===== src/rtl/uart_tx_mmio.sv =====
// Memory-mapped UART transmitter: CPU stores feed a TX FIFO drained by an 8N1 serialiser.
// Define UART_TX_PARITY_EN to insert an even-parity bit (8E1 frame).
module uart_tx_mmio #(
    parameter int unsigned CLKS_PER_BIT = 104,
    parameter int unsigned FIFO_DEPTH   = 8
) (
    input  logic        i_clk,
    input  logic        i_rst,
    input  logic        i_sel,
    input  logic        i_storeReq,
    input  logic        i_loadReq,
    input  logic        i_addr,
    input  logic [31:0] i_dataIn,
    output logic [31:0] o_dataOut,
    output logic        o_tx
);
    localparam int unsigned AW = $clog2(FIFO_DEPTH);
    localparam int unsigned BW = (CLKS_PER_BIT > 2) ? $clog2(CLKS_PER_BIT) : 1;
    localparam logic [BW-1:0] BAUD_LAST = BW'(CLKS_PER_BIT - 1);

`ifdef UART_TX_PARITY_EN
    typedef enum logic [2:0] {StIdle, StStart, StData, StParity, StStop} state_t;
`else
    typedef enum logic [2:0] {StIdle, StStart, StData, StStop} state_t;
`endif

    logic [7:0]    r_mem [FIFO_DEPTH];
    logic [AW:0]   r_wr_ptr;
    logic [AW:0]   r_rd_ptr;
    logic          r_ovf;
    state_t        r_state;
    logic [BW-1:0] r_baud;
    logic [2:0]    r_bit_idx;
    logic [7:0]    r_shift;
    logic          r_tx;
    logic [31:0]   r_data_out;

    state_t        w_state_n;
    logic [BW-1:0] w_baud_n;
    logic [2:0]    w_bit_n;
    logic [7:0]    w_shift_n;
    logic          w_tx_n;
    logic          w_pop;
    logic          w_full;
    logic          w_empty;
    logic          w_busy;
    logic          w_push_req;
    logic          w_push;
    logic          w_ovf_evt;
    logic          w_status_rd;
    logic          w_baud_done;
    logic [7:0]    w_head;
    logic          w_unused;

    assign w_unused    = ^i_dataIn[31:8];
    assign w_full      = (r_wr_ptr[AW] != r_rd_ptr[AW]) &&
                         (r_wr_ptr[AW-1:0] == r_rd_ptr[AW-1:0]);
    assign w_empty     = (r_wr_ptr == r_rd_ptr);
    assign w_busy      = !((r_state == StIdle) && w_empty);
    assign w_push_req  = i_sel & i_storeReq & ~i_addr;
    // Full is judged before any same-cycle pop, so a push at full is always dropped.
    assign w_push      = w_push_req & ~w_full;
    assign w_ovf_evt   = w_push_req & w_full;
    assign w_status_rd = i_sel & i_loadReq & i_addr;
    assign w_baud_done = (r_baud == BAUD_LAST);
    assign w_head      = r_mem[r_rd_ptr[AW-1:0]];

    always_ff @(posedge i_clk) begin
        if (w_push) begin
            r_mem[r_wr_ptr[AW-1:0]] <= i_dataIn[7:0];
        end
    end

    always_ff @(posedge i_clk) begin
        if (i_rst) begin
            r_wr_ptr   <= '0;
            r_rd_ptr   <= '0;
            r_ovf      <= 1'b0;
            r_data_out <= '0;
        end else begin
            if (w_push) r_wr_ptr <= r_wr_ptr + 1'b1;
            if (w_pop)  r_rd_ptr <= r_rd_ptr + 1'b1;
            if (w_ovf_evt) begin
                r_ovf <= 1'b1;
            end else if (w_status_rd) begin
                r_ovf <= 1'b0;
            end
            if (i_sel && i_loadReq) begin
                r_data_out <= i_addr ? {28'd0, r_ovf, w_empty, w_busy, w_full} : 32'd0;
            end
        end
    end

`ifdef UART_TX_PARITY_EN
    logic r_parity;

    always_ff @(posedge i_clk) begin
        if (i_rst) begin
            r_parity <= 1'b0;
        end else if (w_pop) begin
            r_parity <= ^w_head;
        end
    end
`endif

    always_ff @(posedge i_clk) begin
        if (i_rst) begin
            r_state   <= StIdle;
            r_baud    <= '0;
            r_bit_idx <= '0;
            r_shift   <= '0;
            r_tx      <= 1'b1;
        end else begin
            r_state   <= w_state_n;
            r_baud    <= w_baud_n;
            r_bit_idx <= w_bit_n;
            r_shift   <= w_shift_n;
            r_tx      <= w_tx_n;
        end
    end

    always_comb begin
        w_state_n = r_state;
        w_baud_n  = r_baud;
        w_bit_n   = r_bit_idx;
        w_shift_n = r_shift;
        w_tx_n    = 1'b1;
        w_pop     = 1'b0;
        unique case (r_state)
            StIdle: begin
                if (!w_empty) begin
                    w_pop     = 1'b1;
                    w_shift_n = w_head;
                    w_baud_n  = '0;
                    w_bit_n   = '0;
                    w_state_n = StStart;
                end
            end
            StStart: begin
                w_tx_n = 1'b0;
                if (w_baud_done) begin
                    w_baud_n  = '0;
                    w_state_n = StData;
                end else begin
                    w_baud_n = r_baud + 1'b1;
                end
            end
            StData: begin
                w_tx_n = r_shift[0];
                if (w_baud_done) begin
                    w_baud_n  = '0;
                    w_shift_n = {1'b0, r_shift[7:1]};
                    w_bit_n   = r_bit_idx + 3'd1;
                    if (r_bit_idx == 3'd7) begin
`ifdef UART_TX_PARITY_EN
                        w_state_n = StParity;
`else
                        w_state_n = StStop;
`endif
                    end
                end else begin
                    w_baud_n = r_baud + 1'b1;
                end
            end
`ifdef UART_TX_PARITY_EN
            StParity: begin
                w_tx_n = r_parity;
                if (w_baud_done) begin
                    w_baud_n  = '0;
                    w_state_n = StStop;
                end else begin
                    w_baud_n = r_baud + 1'b1;
                end
            end
`endif
            StStop: begin
                w_tx_n = 1'b1;
                if (w_baud_done) begin
                    w_baud_n  = '0;
                    w_state_n = StIdle;
                end else begin
                    w_baud_n = r_baud + 1'b1;
                end
            end
            default: begin
                w_state_n = StIdle;
            end
        endcase
    end

    assign o_tx      = r_tx;
    assign o_dataOut = r_data_out;
endmodule

===== config.mk =====
export PLATFORM = sky130hd
export DESIGN_NAME = uart_tx_mmio
export DESIGN_NICKNAME = d
export VERILOG_FILES = /design/src/rtl/uart_tx_mmio.sv
export SDC_FILE = /design/constraint.sdc
export NUM_CORES = 1
export LEC_CHECK = 0
export ABC_AREA = 1
export CAP_MARGIN = 20
export CORE_MARGIN = 5
export CORE_UTILIZATION = 58
export CTS_CLUSTER_DIAMETER = 80
export DETAILED_ROUTE_END_ITERATION = 10
export HOLD_SLACK_MARGIN = 0.03
export PLACE_DENSITY = 0.95
export SLEW_MARGIN = 20
export SYNTH_ARGS = -nofsm -noshare
export SYNTH_HDL_FRONTEND = slang
export SYNTH_SLANG_ARGS = --single-unit

===== constraint.sdc =====
create_clock -name i_clk -period 5.3 [get_ports i_clk]
set_input_delay 1.325 -clock i_clk [delete_from_list [all_inputs] [get_ports i_clk]]
set_output_delay 1.325 -clock i_clk [all_outputs]
set_load 0.02 [all_outputs]

======== Yosys cells after proc, flatten, opt, wreduce, memory -nomap -nowiden ========
Memory sizes are Yosys's and may differ from the RTL's. A register that Yosys moved wholly into a read port is not among the register bits.
Cells that the tools add are included.
storage, ports and cells
  memory bits (read-only) ................. 0
  bits in latches ......................... 0
  word-level logic and storage cells ...... 72
  output and inout bits ................... 33
  RAM bits ................................ 64
  input port bits ......................... 38
  bits in registers ....................... 63
  memories ................................ 1
memories
  memory  depth  bits a word  rd ports  clocked after Yosys merged registers in  write ports  line  source
  r_mem   8      8            1         1                                        1            27    logic [7:0] r_mem [FIFO_DEPTH];
cells by class
  shift operators ......................... 0
  bitwise logic cells ..................... 8
  order comparisons ....................... 0
  divide/modulo/power cells ............... 0
  reductions and logical operators ........ 12
  equal/unequal tests ..................... 13
  $add $sub $neg .......................... 4
  $mul .................................... 0
  multiplexer cells ....................... 25
operators by type and width
  cell                                                                   number
  3-bit 2-to-1 mux                                                       9
  8-bit 2-to-1 mux                                                       2
  8-bit one-hot mux with 2 select lines                                  1
  7-bit 2-to-1 mux                                                       2
  7-bit one-hot mux with 2 select lines                                  1
  3-bit one-hot mux with 4 select lines                                  1
  2-bit != test, second input constant                                   5
  4-bit by 1-bit adder with 4-bit output, second input constant          2
  7-bit by 1-bit adder with 7-bit output, second input constant          1
  7-bit equality test, second input constant                             1
  1-bit bitwise AND                                                      6
  3-bit by 2-bit equality test with 1-bit output, second input constant  2
  1-bit 2-to-1 mux                                                       6
  3-bit one-hot mux with 2 select lines                                  1
  2-bit nonzero test                                                     3
  5-bit AND reduction                                                    1
  4-bit equality test                                                    1
  4-bit 2-to-1 mux                                                       1
  3-bit by 1-bit adder with 3-bit output, second input constant          1
  3-bit by 1-bit equality test with 1-bit output, second input constant  1
  3-bit equality test                                                    1
  3-bit equality test, second input constant                             1
  1-bit logical AND                                                      3
  3-bit zero test                                                        1
  other kinds (7)                                                        8

======== Longest topological paths before layout ========
Gate-level depths: netlist of run 1.
  depth after elaboration ................. 6
  mapped depth ............................ 10
  mapped depth without buffers ............ 10

======== Least setup slack after synthesis of run 1 ========
No wires, ideal clock.
  path kind ............................... in2reg
  start ................................... in i_sel
  end ..................................... mem r_mem[6][0] (enable)
  buffers on the path ..................... 0
  setup time .............................. 0.395 ns
  data required time ...................... 4.905 ns
  data arrival time ....................... 2.548 ns
  slack ................................... 2.357 ns
  stages .................................. 4
  cell sequence ........................... nand2_1 -> nor2_1 -> nand2_4 -> nor4_1
between the ends
  word-level cells in the longest chain between the ends .. 5
ends and longest elaborated chain
  element                                 line  source
  start, declared                         9     input logic i_sel,
  1-bit bitwise AND (2 in series)         60    assign w_push_req = i_sel & i_storeReq & ~i_addr;
  1-bit bitwise AND                       62    assign w_push = w_push_req & ~w_full;
  1-bit 2-to-1 mux                        69    if (w_push) begin
  1-bit 2-to-1 mux (not written as such)  70    r_mem[r_wr_ptr[AW-1:0]] <= i_dataIn[7:0];
  end, declared                           27
Every way passes these cells.

======== Worst setup path in the final report of run 1 ========
  start ................................... in i_sel
  end ..................................... mem r_mem[1][1] (enable)
The elaborated chain is that of the path after synthesis.

==> flow_metrics.env, run 1 <==
export IMPL_status="complete, no violations"
export IMPL_dieArea_mm2=0.0101
export IMPL_rsz0062_at_grt="false"
export IMPL_cts_buffer_depth=2
export IMPL_fin_nets=585
export IMPL_grt_ovfl_total=0
export IMPL_routedWlPerCell_um=14.1
export IMPL_syn_to_final_growth_pct=6.40
export IMPL_numCtsBuffers=9
export IMPL_use_met1_pct=22.4
export IMPL_period_share_pct=59.3
export IMPL_p_leak_nw=2.03
export IMPL_avgSynthCellArea_um2=9.00
export IMPL_slew_headroom_pct=33.4
export IMPL_clk_pin_slew_ps=100
export IMPL_hp_class="flip-flop to flip-flop"
export IMPL_ys_flop_type="edfxtp_1"
export IMPL_min_from="r_ovf$_SDFFE_PP0P_"
export IMPL_critPathCaptureType="flip-flop"
export IMPL_drc=0
export IMPL_synth_edf_count=64
export IMPL_maxSlewViolCount=0
export IMPL_reg2reg_depth=7
export IMPL_grt_pass1_wl_um=14800
export IMPL_coreArea_mm2=0.00809
export IMPL_die_x_um=100
export IMPL_dp_hpwl_um=6070
export IMPL_ir_drop_mv=0.250
export IMPL_yosysWarningCount=0
export IMPL_syn_inst=526
export IMPL_ys_ff_latch=101
export IMPL_finalHoldViolCount=0
export IMPL_cts_hold_buffers=0
export IMPL_crit_slowest_cell="nor2_1"
export IMPL_finalSetupViolCount=0
export IMPL_firstDrtPassIters=6
export IMPL_synth_async_reset_ratio_pct=0
export IMPL_finClkSkew_ps=10.8
export IMPL_cts_sinks=101
export IMPL_start_kind="input pin"
export IMPL_synth_most_common_cell="nand2_1"
export IMPL_gp_congestion=0.854
export IMPL_slowest_delay_ps=670
export IMPL_root_buffer="clkbuf_8"
export IMPL_ant_nets=0
export IMPL_critical_path_class="input pin to flip-flop"
export IMPL_cts_tree="done"
export IMPL_antenna_found_initial=0
export IMPL_grt_pass1_vias=3227
export IMPL_first_iter_violations=274
export IMPL_r2r_end="r_shift[7]$_SDFFE_PP0P_"
export IMPL_netlist_area_leader_share_pct=40.6
export IMPL_htreeDepth=3
export IMPL_drive_above_1_share_pct=7.93
export IMPL_cp_max_fo=8
export IMPL_synth_common_cells="nand2_1, nand3_1, edfxtp_1"
export IMPL_clkLatencyLatePin_ps=360
export IMPL_post_cts_setup_buffers=0
export IMPL_p_per_area_mw_per_mm2=436
export IMPL_min_path_cells=2
export IMPL_nFillCells=603
export IMPL_drv_cap=0
export IMPL_max_freq_mhz=318
export IMPL_chipHeight_um=100
export IMPL_grtUsageMet3_pct=4.03
export IMPL_arrival_ps=3140
export IMPL_crit_path_cell_trace="clkdlybuf4s50_1 -> nand2_1 -> nor2_1 -> nand2_4 -> inv_2 -> nand2_1 -> nor2_1"
export IMPL_critical_path_buf_inv_count=2
export IMPL_cp_top_family="simple AND/OR/NAND/NOR gates"
export IMPL_holdWs_ps=472
export IMPL_min_to="o_dataOut[3]$_SDFFE_PP0N_"
export IMPL_wl_um=9140
export IMPL_vias=3451
export IMPL_cts_repair_resized=0
export IMPL_row_count=33
export IMPL_synthTopCellsByArea="edfxtp_1, dfxtp_1, nand2_1, nand3_1, buf_4"
export IMPL_routed_via_density=5.33
export IMPL_ys_seq_area_share_pct=56.3
export IMPL_synth_top_cell_by_area="edfxtp_1"
export IMPL_syn_area_mm2=0.00473
export IMPL_setup_tns_ps=0
export IMPL_regToRegSetupSlack_ps=3010
export IMPL_worst_pin_slew_ps=998
export IMPL_min_period_ps=3140
export IMPL_grt_start_max_net_pins=34
export IMPL_io_pins=71
export IMPL_num_antenna_cells=0
export IMPL_synth_cell_types=32
export IMPL_total_power_w=0.00220
export IMPL_grtUsageMet2_pct=32.5
export IMPL_start_util_pct=58.5
export IMPL_required_ps=5290
export IMPL_top_usage_layer="met2"
export IMPL_track_usage_pct=18.8
export IMPL_numPortBuffers=18
-- cell type report --
cell class / instances / area [um^2] / share of cell area, %
Inverter: 47 / 176 / 3.50
Sequential cell: 101 / 2660 / 52.9
Tap cell: 105 / 131 / 2.61
Clock inverter: 7 / 66.3 / 1.32
Clock buffer: 9 / 124 / 2.46
Multi-Input combinational cell: 359 / 1690 / 33.5
Timing Repair Buffer: 19 / 188 / 3.73
-- cell families (layout without fill, tap and decap cells) --
family | count (synthesis) | after routing | share of synthesized area [%]
XOR/XNOR | 3 | 3 | 0.555
AND/OR/NAND/NOR | 279 | 279 | 25.8
buffers and inverters | 93 | 82 | 10.3
AO/OA/AOI/OAI | 39 | 39 | 4.42
adder cells (fa/ha/maj) | 10 | 10 | 2.64
flip-flops | 101 | 101 | 56.3
other | 1 | 28 | 0.0792
-- flip-flops by register name (all words and copies together) (netlist names), named ones only --
register,cells
o_dataOut,4
o_tx,1
r_baud,7
r_bit_idx,3
r_mem,64
r_ovf,1
r_rd_ptr,4
r_shift,8
r_state,2
r_wr_ptr,4
-- cells in the final DEF, fill, tap and decap left out, types with 2 or more instances in the layout --
| cell | n |
|---|---|
| nand2_1 | 143 |
| conb_1 | 28 |
| nand2_2 | 4 |
| xor2_1 | 3 |
| edfxtp_1 | 64 |
| clkdlybuf4s50_1 | 18 |
| ha_1 | 10 |
| inv_1 | 43 |
| a21oi_2 | 3 |
| nor2_2 | 9 |
| nor2_4 | 2 |
| nand3_1 | 68 |
| inv_8 | 4 |
| nor2_1 | 45 |
| o21ai_0 | 12 |
| inv_2 | 3 |
| clkbuf_8 | 9 |
| a21oi_1 | 23 |
| dfxtp_1 | 36 |
-- worst reg2reg max path, cell delays in order, from the launching register on --
cell and delay, ps:
dfxtp_2 730, inv_1 640, nor2_1 250, o21ai_0 160, nor2_1 190, nor2_1 80, nor2_2 90, nor2_2 40
-- worst max-delay path by stage --
stage               startpoint                    end  slack [ps]  cells past startpoint
finish                   i_sel  r_mem[1][1]$_DFFE_PP_        2160                      7
global route             i_sel  r_mem[1][1]$_DFFE_PP_        2040                      7
CTS                      i_sel  r_mem[4][0]$_DFFE_PP_        2150                      7
detailed placement       i_sel  r_mem[4][2]$_DFFE_PP_        1760                      7
global placement         i_sel  r_mem[0][4]$_DFFE_PP_        1850                      7
floorplan                i_sel  r_mem[6][0]$_DFFE_PP_        2360                      4
-- layer usage --
| metal | wire (um) | vias to the layer above | share of wire, % |
|---|---|---|---|
| met3 | 793 | 18 | 8.7 |
| met5 | 0 | - | 0 |
| met4 | 197 | 0 | 2.2 |
| li1 | - | 1676 | - |
| met2 | 4700 | 171 | 51 |
| met1 | 3450 | 1586 | 38 |
-- stage by stage --
| step | utilization [%] | std cells | setup slack (ps) | cell area [um^2] |
|---|---|---|---|---|
| 4_1_cts | 62.2 | 647 | 2150 | 5030 |
| 6_report | 62.2 | 647 | 2160 | 5030 |
| 5_1_grt | 62.2 | 647 | 2040 | 5030 |
| 3_3_place_gp | 59.8 | 631 | 1850 | 4840 |
| 3_5_place_dp | 59.8 | 631 | 1760 | 4840 |
| 2_1_floorplan | - | 553 | 2360 | 4830 |
-- power breakdown --
part           switching, W  internal [W]  total, W
clock network      0.000287      0.000184  0.000471
logic              0.000502      0.000242  0.000745
registers         0.0000820      0.000899  0.000981
No activity file was read; power rests on OpenSTA's default activity.
==> run 2, diff against run 1 <==
- CORE_UTILIZATION: 58 -> 49
- PLACE_DENSITY: 0.95 -> 0.86
- clock period: 5.3 -> 2.7 ns (I/O delays scaled with it)
==> run 2 against run 1 <==
Via count rose by 2.3%. Routed wire length rose by 7.2%. Clock power increased by 97%. Clock-buffer cell count is the same. Hold slack barely moved. Final cell count grew 5.7%. Register-to-register slack worse by 2400 ps. Clock skew fell by 1.7 ps. Global-route usage decreased by 1.1 points. Setup slack lost 1500 ps.
==> flow_metrics.env, run 2 (synthesis gave the netlist of run 1 again) <==
export IMPL_status="complete, no violations"
export IMPL_cts_buffer_depth=2
export IMPL_crit_slowest_cell="ha_1"
export IMPL_cp_max_fo=14
export IMPL_critPathCaptureType="flip-flop"
export IMPL_drc=0
export IMPL_coreArea_mm2=0.00933
export IMPL_pre_cts_slack_ps=332
export IMPL_cp_num_cells=9
export IMPL_start_util_pct=50.7
export IMPL_drv_cap=0
export IMPL_antenna_found_initial=0
export IMPL_finalWorstSetupSlack_ps=624
export IMPL_io_pins=71
export IMPL_largest_reg_flops=64
export IMPL_critical_path_class="flip-flop to flip-flop"
export IMPL_syn_to_final_growth_pct=9.02
export IMPL_arrival_ps=2360
export IMPL_cts_sinks=101
export IMPL_required_ps=2980
export IMPL_drive_above_1_share_pct=9.91
export IMPL_wl_um=9800
export IMPL_crit_path_cell_trace="inv_1 -> ha_1 -> clkinv_1 -> nor2_1 -> a21oi_1 -> nand2_1 -> inv_1 -> nor2_1 -> nor2_1"
export IMPL_routedWlPerCell_um=14.3
export IMPL_clk_pin_slew_ps=100
export IMPL_dieArea_mm2=0.0117
export IMPL_slowest_delay_ps=520
export IMPL_routed_via_density=5.16
export IMPL_rsz0062_at_grt="false"
export IMPL_fin_nets=598
export IMPL_min_path_cells=2
export IMPL_die_x_um=108
export IMPL_finalSetupViolCount=0
export IMPL_period_share_pct=76.9
export IMPL_worst_pin_slew_ps=997
export IMPL_numCtsBuffers=9
export IMPL_critPathMostFrequentCell="nor2_1"
export IMPL_cp_top_family="buffers and inverters"
export IMPL_firstDrtPassIters=5
export IMPL_clkLatencyLatePin_ps=380
export IMPL_post_cts_setup_buffers=0
export IMPL_numPortBuffers=18
export IMPL_p_per_area_mw_per_mm2=846
export IMPL_num_antenna_cells=0
export IMPL_root_buffer="clkbuf_8"
export IMPL_nFillCells=759
export IMPL_gp_congestion=0.852
export IMPL_p_leak_nw=2.10
export IMPL_grt_pass1_wl_um=16000
export IMPL_chipHeight_um=108
export IMPL_grt_pass1_vias=3400
export IMPL_final_common_cell="nand2_1"
export IMPL_cts_tree="done"
export IMPL_post_route_util_pct=55.3
export IMPL_min_period_ps=2080
export IMPL_grt_start_max_net_pins=33
export IMPL_setup_tns_ps=0
export IMPL_cts_repair_resized=0
export IMPL_maxSlewViolCount=0
export IMPL_htreeDepth=3
export IMPL_hp_class="flip-flop to flip-flop"
export IMPL_slew_headroom_pct=33.4
export IMPL_track_usage_pct=17.7
export IMPL_first_iter_violations=266
export IMPL_cts_hold_buffers=0
export IMPL_ant_nets=0
export IMPL_dp_hpwl_um=6740
export IMPL_max_freq_mhz=482
export IMPL_vias=3530
export IMPL_finClkSkew_ps=9.10
export IMPL_reg2reg_depth=9
export IMPL_start_kind="flip-flop"
export IMPL_layout_common_cells="nand2_1, nand3_1, edfxtp_1"
export IMPL_grt_ovfl_total=0
export IMPL_critical_path_buf_inv_count=3
export IMPL_ir_drop_mv=0.688
export IMPL_row_count=35
export IMPL_finalHoldViolCount=0
run 2: changes by cell type in the layout (fill, tap and decap cells not counted), sizes merged:
cell,delta
buf,+13
clkinvlp,-1
inv,+1
run 2: worst min-delay path, delay by kind of cell (launching register included):
family / cells / cell delay (ps)
AOI/OAI and AO/OA: 1 / 50
DFF: 1 / 320
and+or+nand+nor: 1 / 60
run 2: per-layer routing:
layer | global-route usage, % | routed length, um | vias up
met1 | 21.2 | 3930 | 1662
met3 | 3.76 | 783 | 20
li1 | - | - | 1703
met5 | 0 | 0 | -
met4 | 9.74 | 263 | 0
met2 | 29.8 | 4830 | 145
run 2: layout make-up:
| class | count | area (um^2) | share of cell area, % |
|---|---|---|---|
| timing repair buffer | 32 | 285 | 5.53 |
| clock inverter | 7 | 63.8 | 1.24 |
| tap | 129 | 161 | 3.13 |
| multi-input combinational | 359 | 1690 | 32.7 |
| clock buffer | 9 | 124 | 2.40 |
| sequential | 101 | 2660 | 51.6 |
| inverter | 47 | 176 | 3.42 |
run 2: final timing paths:
kind / slack (ps) / startpoint / end
max reg2reg: 620 / r_state[0]$_SDFFE_PP0P_ / r_state[1]$_SDFFE_PP0P_
min: 470 / o_dataOut[3]$_SDFFE_PP0N_ / o_dataOut[3]$_SDFFE_PP0N_
min reg2reg: 470 / o_dataOut[3]$_SDFFE_PP0N_ / o_dataOut[3]$_SDFFE_PP0N_
max: 620 / r_state[0]$_SDFFE_PP0P_ / r_state[1]$_SDFFE_PP0P_
run 2: report_power, final:
group	internal (W)	total [W]	switching, W	leakage (nW)
clock network	0.000358	0.000928	0.000570	0.0971
registers	0.00176	0.00184	0.0000736	0.880
logic	0.000495	0.00160	0.00110	1.12
total	0.00262	0.00436	0.00175	2.10
run 2: stage by stage:
step | hold WS, ps | power [W] | cells | cell area, um^2
2_1_floorplan | 439 | 0.00316 | 553 | 4830
3_3_place_gp | 448 | 0.00334 | 668 | 4970
6_report | 471 | 0.00436 | 684 | 5160
3_5_place_dp | 458 | 0.00344 | 668 | 4970
5_1_grt | 497 | 0.00466 | 684 | 5160
4_1_cts | 471 | 0.00435 | 684 | 5160
